### src/rtl/plp_pkg.sv
// -----------------------------------------------------------------------------
// plp_pkg
// Shared constants and helpers for the board-input conditioning blocks.
//
// Contents:
//   DEB_PRESCALE  default clk cycles per debounce sample tick
//   DEB_STABLE    default number of consecutive differing ticks to accept a level
//   clog2()       ceiling log2, clamped to at least 1 so it can size a vector
// -----------------------------------------------------------------------------
package plp_pkg;

   localparam int DEB_PRESCALE = 1000;
   localparam int DEB_STABLE   = 50;

   // Ceiling log2; a result of 0 would give a zero-width vector, so clamp to 1.
   function automatic int clog2(input int value);
      int r;
      r = 0;
      while ((1 << r) < value) begin
         r = r + 1;
      end
      if (r < 1) begin
         r = 1;
      end
      return r;
   endfunction

endpackage

### src/rtl/debounce_channel.sv
// -----------------------------------------------------------------------------
// debounce_channel
// One debounced input: synchroniser, stability counter, level register and
// registered rise/fall event pulses.
//
// Ports:
//   clk          system clock, rising edge
//   rst          asynchronous active-low reset
//   tick         shared sample tick from the prescaler
//   raw          raw asynchronous input
//   reset_level  level loaded into the synchroniser and level register in reset
//   level        debounced level
//   rise         one-cycle pulse when level goes 0->1
//   fall         one-cycle pulse when level goes 1->0
// -----------------------------------------------------------------------------
module debounce_channel
   import plp_pkg::*;
#(
   parameter int SYNC_STAGES = 2,
   parameter int STABLE      = DEB_STABLE
)(
   input  logic clk,
   input  logic rst,
   input  logic tick,
   input  logic raw,
   input  logic reset_level,
   output logic level,
   output logic rise,
   output logic fall
);

   localparam int               CW       = clog2(STABLE + 1);
   localparam logic [CW-1:0]    CNT_LAST = CW'(STABLE - 1);

   logic [SYNC_STAGES-1:0] sync;
   logic [CW-1:0]          cnt;
   logic                   s;

   // Synchroniser chain; it powers up at the reset level so an input already
   // sitting at that level produces no event after reset release.
   always_ff @(posedge clk or negedge rst) begin
      if (!rst) begin
         sync <= {SYNC_STAGES{reset_level}};
      end else begin
         sync <= {sync[SYNC_STAGES-2:0], raw};
      end
   end

   assign s = sync[SYNC_STAGES-1];

   // Any cycle where the synchronised input agrees with the accepted level
   // clears the count, so a glitch shorter than one tick restarts qualification.
   // The count only advances on ticks and the level flips on the STABLE-th one.
   always_ff @(posedge clk or negedge rst) begin
      if (!rst) begin
         cnt   <= '0;
         level <= reset_level;
         rise  <= 1'b0;
         fall  <= 1'b0;
      end else begin
         rise <= 1'b0;
         fall <= 1'b0;
         if (s == level) begin
            cnt <= '0;
         end else if (tick) begin
            if (cnt == CNT_LAST) begin
               cnt   <= '0;
               level <= s;
               rise  <= s;
               fall  <= ~s;
            end else begin
               cnt <= cnt + CW'(1);
            end
         end
      end
   end

endmodule

### src/rtl/debounce_bank.sv
// -----------------------------------------------------------------------------
// debounce_bank
// Multi-channel debouncer: a shared sample prescaler feeding N independent
// debounce channels, plus an OR of all edge events.
//
// Ports:
//   clk      system clock, rising edge
//   rst      asynchronous active-low reset
//   i_raw    [N] raw asynchronous inputs
//   o_level  [N] debounced levels
//   o_rise   [N] one-cycle pulse per channel on a 0->1 level change
//   o_fall   [N] one-cycle pulse per channel on a 1->0 level change
//   o_any    OR of all rise and fall pulses, same cycle
//   o_tick   prescaler sample tick, for observation
// -----------------------------------------------------------------------------
module debounce_bank
   import plp_pkg::*;
#(
   parameter int             N           = 8,
   parameter int             SYNC_STAGES = 2,
   parameter int             PRESCALE    = DEB_PRESCALE,
   parameter int             STABLE      = DEB_STABLE,
   parameter logic [N-1:0]   RESET_LEVEL = '0
)(
   input  logic         clk,
   input  logic         rst,
   input  logic [N-1:0] i_raw,
   output logic [N-1:0] o_level,
   output logic [N-1:0] o_rise,
   output logic [N-1:0] o_fall,
   output logic         o_any,
   output logic         o_tick
);

   localparam int            PW       = clog2(PRESCALE + 1);
   localparam logic [PW-1:0] PRE_LAST = PW'(PRESCALE - 1);

   logic [PW-1:0] pre;
   logic          tick;

   // Qualified by rst so that with PRESCALE=1 the tick stays low in reset.
   assign tick = rst & (pre == PRE_LAST);

   // Free-running prescaler; wraps to 0 in the cycle that raises the tick.
   always_ff @(posedge clk or negedge rst) begin
      if (!rst) begin
         pre <= '0;
      end else if (tick) begin
         pre <= '0;
      end else begin
         pre <= pre + PW'(1);
      end
   end

   for (genvar k = 0; k < N; k++) begin : g_ch
      debounce_channel #(
         .SYNC_STAGES (SYNC_STAGES),
         .STABLE      (STABLE)
      ) u_ch (
         .clk         (clk),
         .rst         (rst),
         .tick        (tick),
         .raw         (i_raw[k]),
         .reset_level (RESET_LEVEL[k]),
         .level       (o_level[k]),
         .rise        (o_rise[k]),
         .fall        (o_fall[k])
      );
   end

   assign o_any  = |(o_rise | o_fall);
   assign o_tick = tick;

endmodule

### config.mk
export PLATFORM = sky130hd
export DESIGN_NAME = debounce_bank
export DESIGN_NICKNAME = d
export VERILOG_FILES = /design/src/rtl/plp_pkg.sv /design/src/rtl/debounce_channel.sv /design/src/rtl/debounce_bank.sv
export SDC_FILE = /design/constraint.sdc
export NUM_CORES = 1
export LEC_CHECK = 0
export ABC_AREA = 1
export CAP_MARGIN = 20
export CORE_MARGIN = 2
export CORE_UTILIZATION = 60
export CTS_CLUSTER_DIAMETER = 120
export DETAILED_ROUTE_END_ITERATION = 7
export DONT_BUFFER_PORTS = 1
export PLACE_DENSITY_LB_ADDON = 0.3
export SETUP_SLACK_MARGIN = 0.02
export SYNTH_ARGS = -nofsm -noshare
export SYNTH_HDL_FRONTEND = slang
export SYNTH_SLANG_ARGS = --single-unit
### constraint.sdc
create_clock -name clk -period 1.8 [get_ports clk]
set_input_delay 0.27 -clock clk [delete_from_list [all_inputs] [get_ports clk]]
set_output_delay 0.27 -clock clk [all_outputs]
set_load 0.03 [all_outputs]
* Word level (Yosys, flattened, before mapping)
Index checks and enable logic that the tools add are counted.
** Operators by class
- $add $sub $neg :: 9
- Equality and inequality tests :: 17
- Muxes and demuxes :: 73
- Bitwise operators :: 18
- Reductions and logical operators :: 17
** Operators with widths (count)
- 6-bit 2-to-1 mux :: 24
- 6-bit by 1-bit adder with 6-bit output, second input constant :: 8
- 6-bit == test, second input constant :: 8
- 1-bit 2-to-1 mux :: 48
- 3-bit AND reduction :: 8
- 1-bit inverter :: 16
- 2-bit nonzero test :: 8
- 10-bit by 1-bit adder with 10-bit output, second input constant :: 1
- 10-bit == test, second input constant :: 1
- 10-bit 2-to-1 mux :: 1
- 1-bit == test :: 8
- 8-bit bitwise OR :: 1
- 8-bit OR reduction :: 1
- 1-bit AND :: 1
** Storage, ports and cells
- Register bits after elaboration :: 98
- Input bits :: 10
- Output and inout port bits :: 26
- Logic and storage cells :: 175

* Depth between registers and ports, before layout
- Depth after elaboration :: 4
- Mapped depth :: 9
- Depth with buffers taken out :: 8

* Least setup slack after synthesis
No wires, ideal clock.
- Path kind :: register -> output
- Start :: register pre[0]
- End :: output port o_tick
- Arrival time :: 1.215 ns
- Setup slack :: 0.315 ns
- Stages on the path, launching flop included :: 7
- Path buffers :: 1
- Cells stage by stage :: dfrtp_1 > ha_1 > nand2_1 > nor2_2 > nand2_1 > nor2_4 > buf_2
** Between the ends
- Longest elaborated chain between the ends :: 2
** Ends and longest elaborated chain
- start, declared :: RTL line debounce_bank.sv:38 : logic [PW-1:0] pre;
- start signal, assigned :: RTL line debounce_bank.sv:51 : pre <= pre + PW'(1);
- 10-bit == test :: RTL line debounce_bank.sv:42 : assign tick = rst & (pre == PRE_LAST);
- 1-bit AND :: RTL line debounce_bank.sv:42
- end, declared :: RTL line debounce_bank.sv:32 : output logic o_tick
No other way between the ends.

* Final worst setup path
Same ends and word-level chain as after synthesis.

==> flow_summary.ini <==
[timing]
rsz0062_at_grt = true
setup_violations = 0
slew_headroom = 0.708
hold_viol_final = 98
finalCritPeriodShare = 0.982
tns_ns = 0
fmax_mhz = 566
hold_ws_ns = -0.418
drv_slew = 0
finalClockSkew_ns = 0.0123
tightest_slew_ns = 0.435
period_minus_slack_ns = 1.77

[placement]
place_inst = 693
finalWeightedCongestion = 0.869
hpwlAfterDp_mm = 6.15
port_buffers = 0
dpl_cell_area_sq_um = 5030

[finish]
postLayoutCellArea_sq_um = 5460
drive_above_1_share = 0.118
final-instance-count-excl-fill = 724
final_core_util = 0.674
diodes = 0
fin_nets = 641
syn_to_final_growth_pct = 10.2

[floorplan]
io_pins = 36
die_y_um = 94.8
rows = 33
die_w_um = 94.8
initial_core_util = 0.612
core_sq_um = 8090
die_area_sq_um = 8990

[pwr]
p_per_area_nw_per_um2 = 716
total_leakage_power_uw = 0.00285
vdd_drop_max_uv = 541

[grt]
busiest_layer = met2
track_usage = 0.224
grt_max_degree = 101
first_global_vias = 3680
use_met1 = 0.276
grt_first_pass_wirelength_mm = 15.9
use_met2 = 0.389
grtUsageMet3 = 0.0527
grt-ovfl-total = 0
antenna_found_initial = 0

[clock_network]
htreeDepth = 3
cts.sinks = 98
clk_pin_slew_worst_paths_ns = 0.10
cts_root_buf = clkbuf_8
clockBufferDepth = 2
cts_tree = built
cts_hold_buffers = 8
clk_latency_ns = 0.37
cts-buffers-inserted = 9

[synth]
syn_inst = 597
ys_ff_latch = 98
synth_fp_nets = 624
synth_cell_types = 24
yosysWarnings = 0
syn_area_per_cell_sq_um = 8.29
netlist_area_sq_um = 4950
yosysSeqAreaShare = 0.495

[worst_setup_path]
worstSetupPathType = reg -> out
worst_ep_arrival_time_ns = 1.50
crit_fanout = 2
critPathCaptureType = output pin
cp-start-kind = flip-flop
worstPathRequired_ns = 1.53

[run_status]
outcome = finished, violations left
violations = negative hold slack

[routing]
first_pass_iters = 5
viasPerCell = 5.18
wire_per_inst_um = 12.4
ant_nets = 0
drt_iter0_markers = 204
drc = 0
num_vias = 3751
routed_wl_mm = 9.01

[run]
timing.max_cap.violations = 0

[hold_path]
hp-class = in -> async
==> synthesized netlist by cell type <==
library cell / n / area share
nand2_1: 171 / 0.13
dfrtp_1: 98 / 0.50
nor2_1: 66 / 0.050
inv_1: 64 / 0.049
nand3_1: 60 / 0.061
buf_4: 26 / 0.039
nand4_1: 24 / 0.030
xor2_1: 18 / 0.032
ha_1: 17 / 0.043
o21ai_0: 11 / 0.011
nor2_2: 6 / 0.0076
a21oi_1: 5 / 0.0051
nand3b_1: 5 / 0.0076
o21bai_1: 5 / 0.0076
xnor2_1: 5 / 0.0088
nor3_1: 4 / 0.0040
nor2_4: 3 / 0.0068
nor4_1: 2 / 0.0025
or2_2: 2 / 0.0025
a31oi_1: 1 / 0.0013
buf_2: 1 / 0.0010
buf_6: 1 / 0.0023
clkbuf_1: 1 / 0.00076
nand3_2: 1 / 0.0020
==> power breakdown <==
group / internal, uW / switching, uW
Sequential: 2220 / 20.4
Combinational: 36.1 / 50.8
Clock: 817 / 755
==> placed cells by master (no fill, tap or decap), drive strengths merged <==
cell type and instances:
a21oi 5, a31oi 1, buf 27, bufinv 2, clkbuf 11, clkinv 2, clkinvlp 1, dfrtp 98
dlygate4sd3 8, ha 17, inv 64, nand2 171, nand3 61, nand3b 5, nand4 24, nor2 75
nor3 4, nor4 2, o21ai 11, o21bai 5, or2 2, xnor2 5, xor2 18
==> critical path, stage by stage, from the launching register on <==
cell	delay [ns]
dfrtp_1	0.37
ha_2	0.19
nand2_2	0.08
nor2_4	0.11
nand2_2	0.07
nor2_4	0.09
buf_6	0.11
buf_6	0.12
==> cell type report <==
type / instances / area, sq um
fillers: 662 / 2640
repair buffers: 35 / 310
well taps: 105 / 131
clock inverters: 5 / 77.6
inverters: 64 / 240
multi-input cells: 406 / 2090
flip-flops and latches: 98 / 2460
clock buffers: 11 / 141
==> what timing repair did <==
| item | 4_1_cts | 5_1_grt |
|---|---|---|
| pin swaps | 6 | 4 |
| resized for setup | 17 | 9 |
| setup buffers | 7 | 0 |
| setup endpoints to repair | 2 | 19 |
| cloned | 0 | 0 |
| endpoints found under the hold margin | 106 | 98 |
==> per-layer routing <==
metal,part of all wire,routed length [um]
met4,0.017,157
met5,0,0
met3,0.036,327
met1,0.45,4080
met2,0.49,4440
==> final timing paths <==
kind | end | slack (ns) | from | cells past startpoint
worst min-delay path | g_ch[7].u_ch.cnt[3] | -0.42 | rst | 0
worst min register to register | g_ch[4].u_ch.sync[1] | 0.36 | g_ch[4].u_ch.sync[0] | 0
worst max register to register | g_ch[5].u_ch.cnt[5] | 0.13 | pre[0] | 10
min in group clk | g_ch[4].u_ch.sync[1] | 0.36 | g_ch[4].u_ch.sync[0] | 0
worst max-delay path | o_tick | 0.03 | pre[0] | 7
max in group asynchronous | pre[7] | 2.02 | rst | 0
==> stage by stage <==
step	total power (uW)	setup slack [ns]
2_1_floorplan	2340	0.315
3_3_place_gp	2350	0.202
3_5_place_dp	2360	0.139
4_1_cts	3930	-0.0106
5_1_grt	4040	-0.0492
6_report	3900	0.0319
==> logic make-up (layout without fill, tap and decap cells) <==
kind of cell	count (synthesis)	count (layout)	synth area share
AND/OR/NAND/NOR	344	344	0.304
flip-flops	98	98	0.495
buffers and inverters	93	115	0.0920
XOR/XNOR	23	23	0.0407
AO/OA/AOI/OAI	22	22	0.0250
adder cells (fa/ha/maj)	17	17	0.0430
==> sequential cells by signal (all words and copies together), names as in the netlist <==
register and count:
g_ch.u_ch.fall 8, g_ch.u_ch.rise 8, pre 10, g_ch.u_ch.level 8
g_ch.u_ch.sync 16, g_ch.u_ch.cnt 48
(Power assumes the default switching activity.)
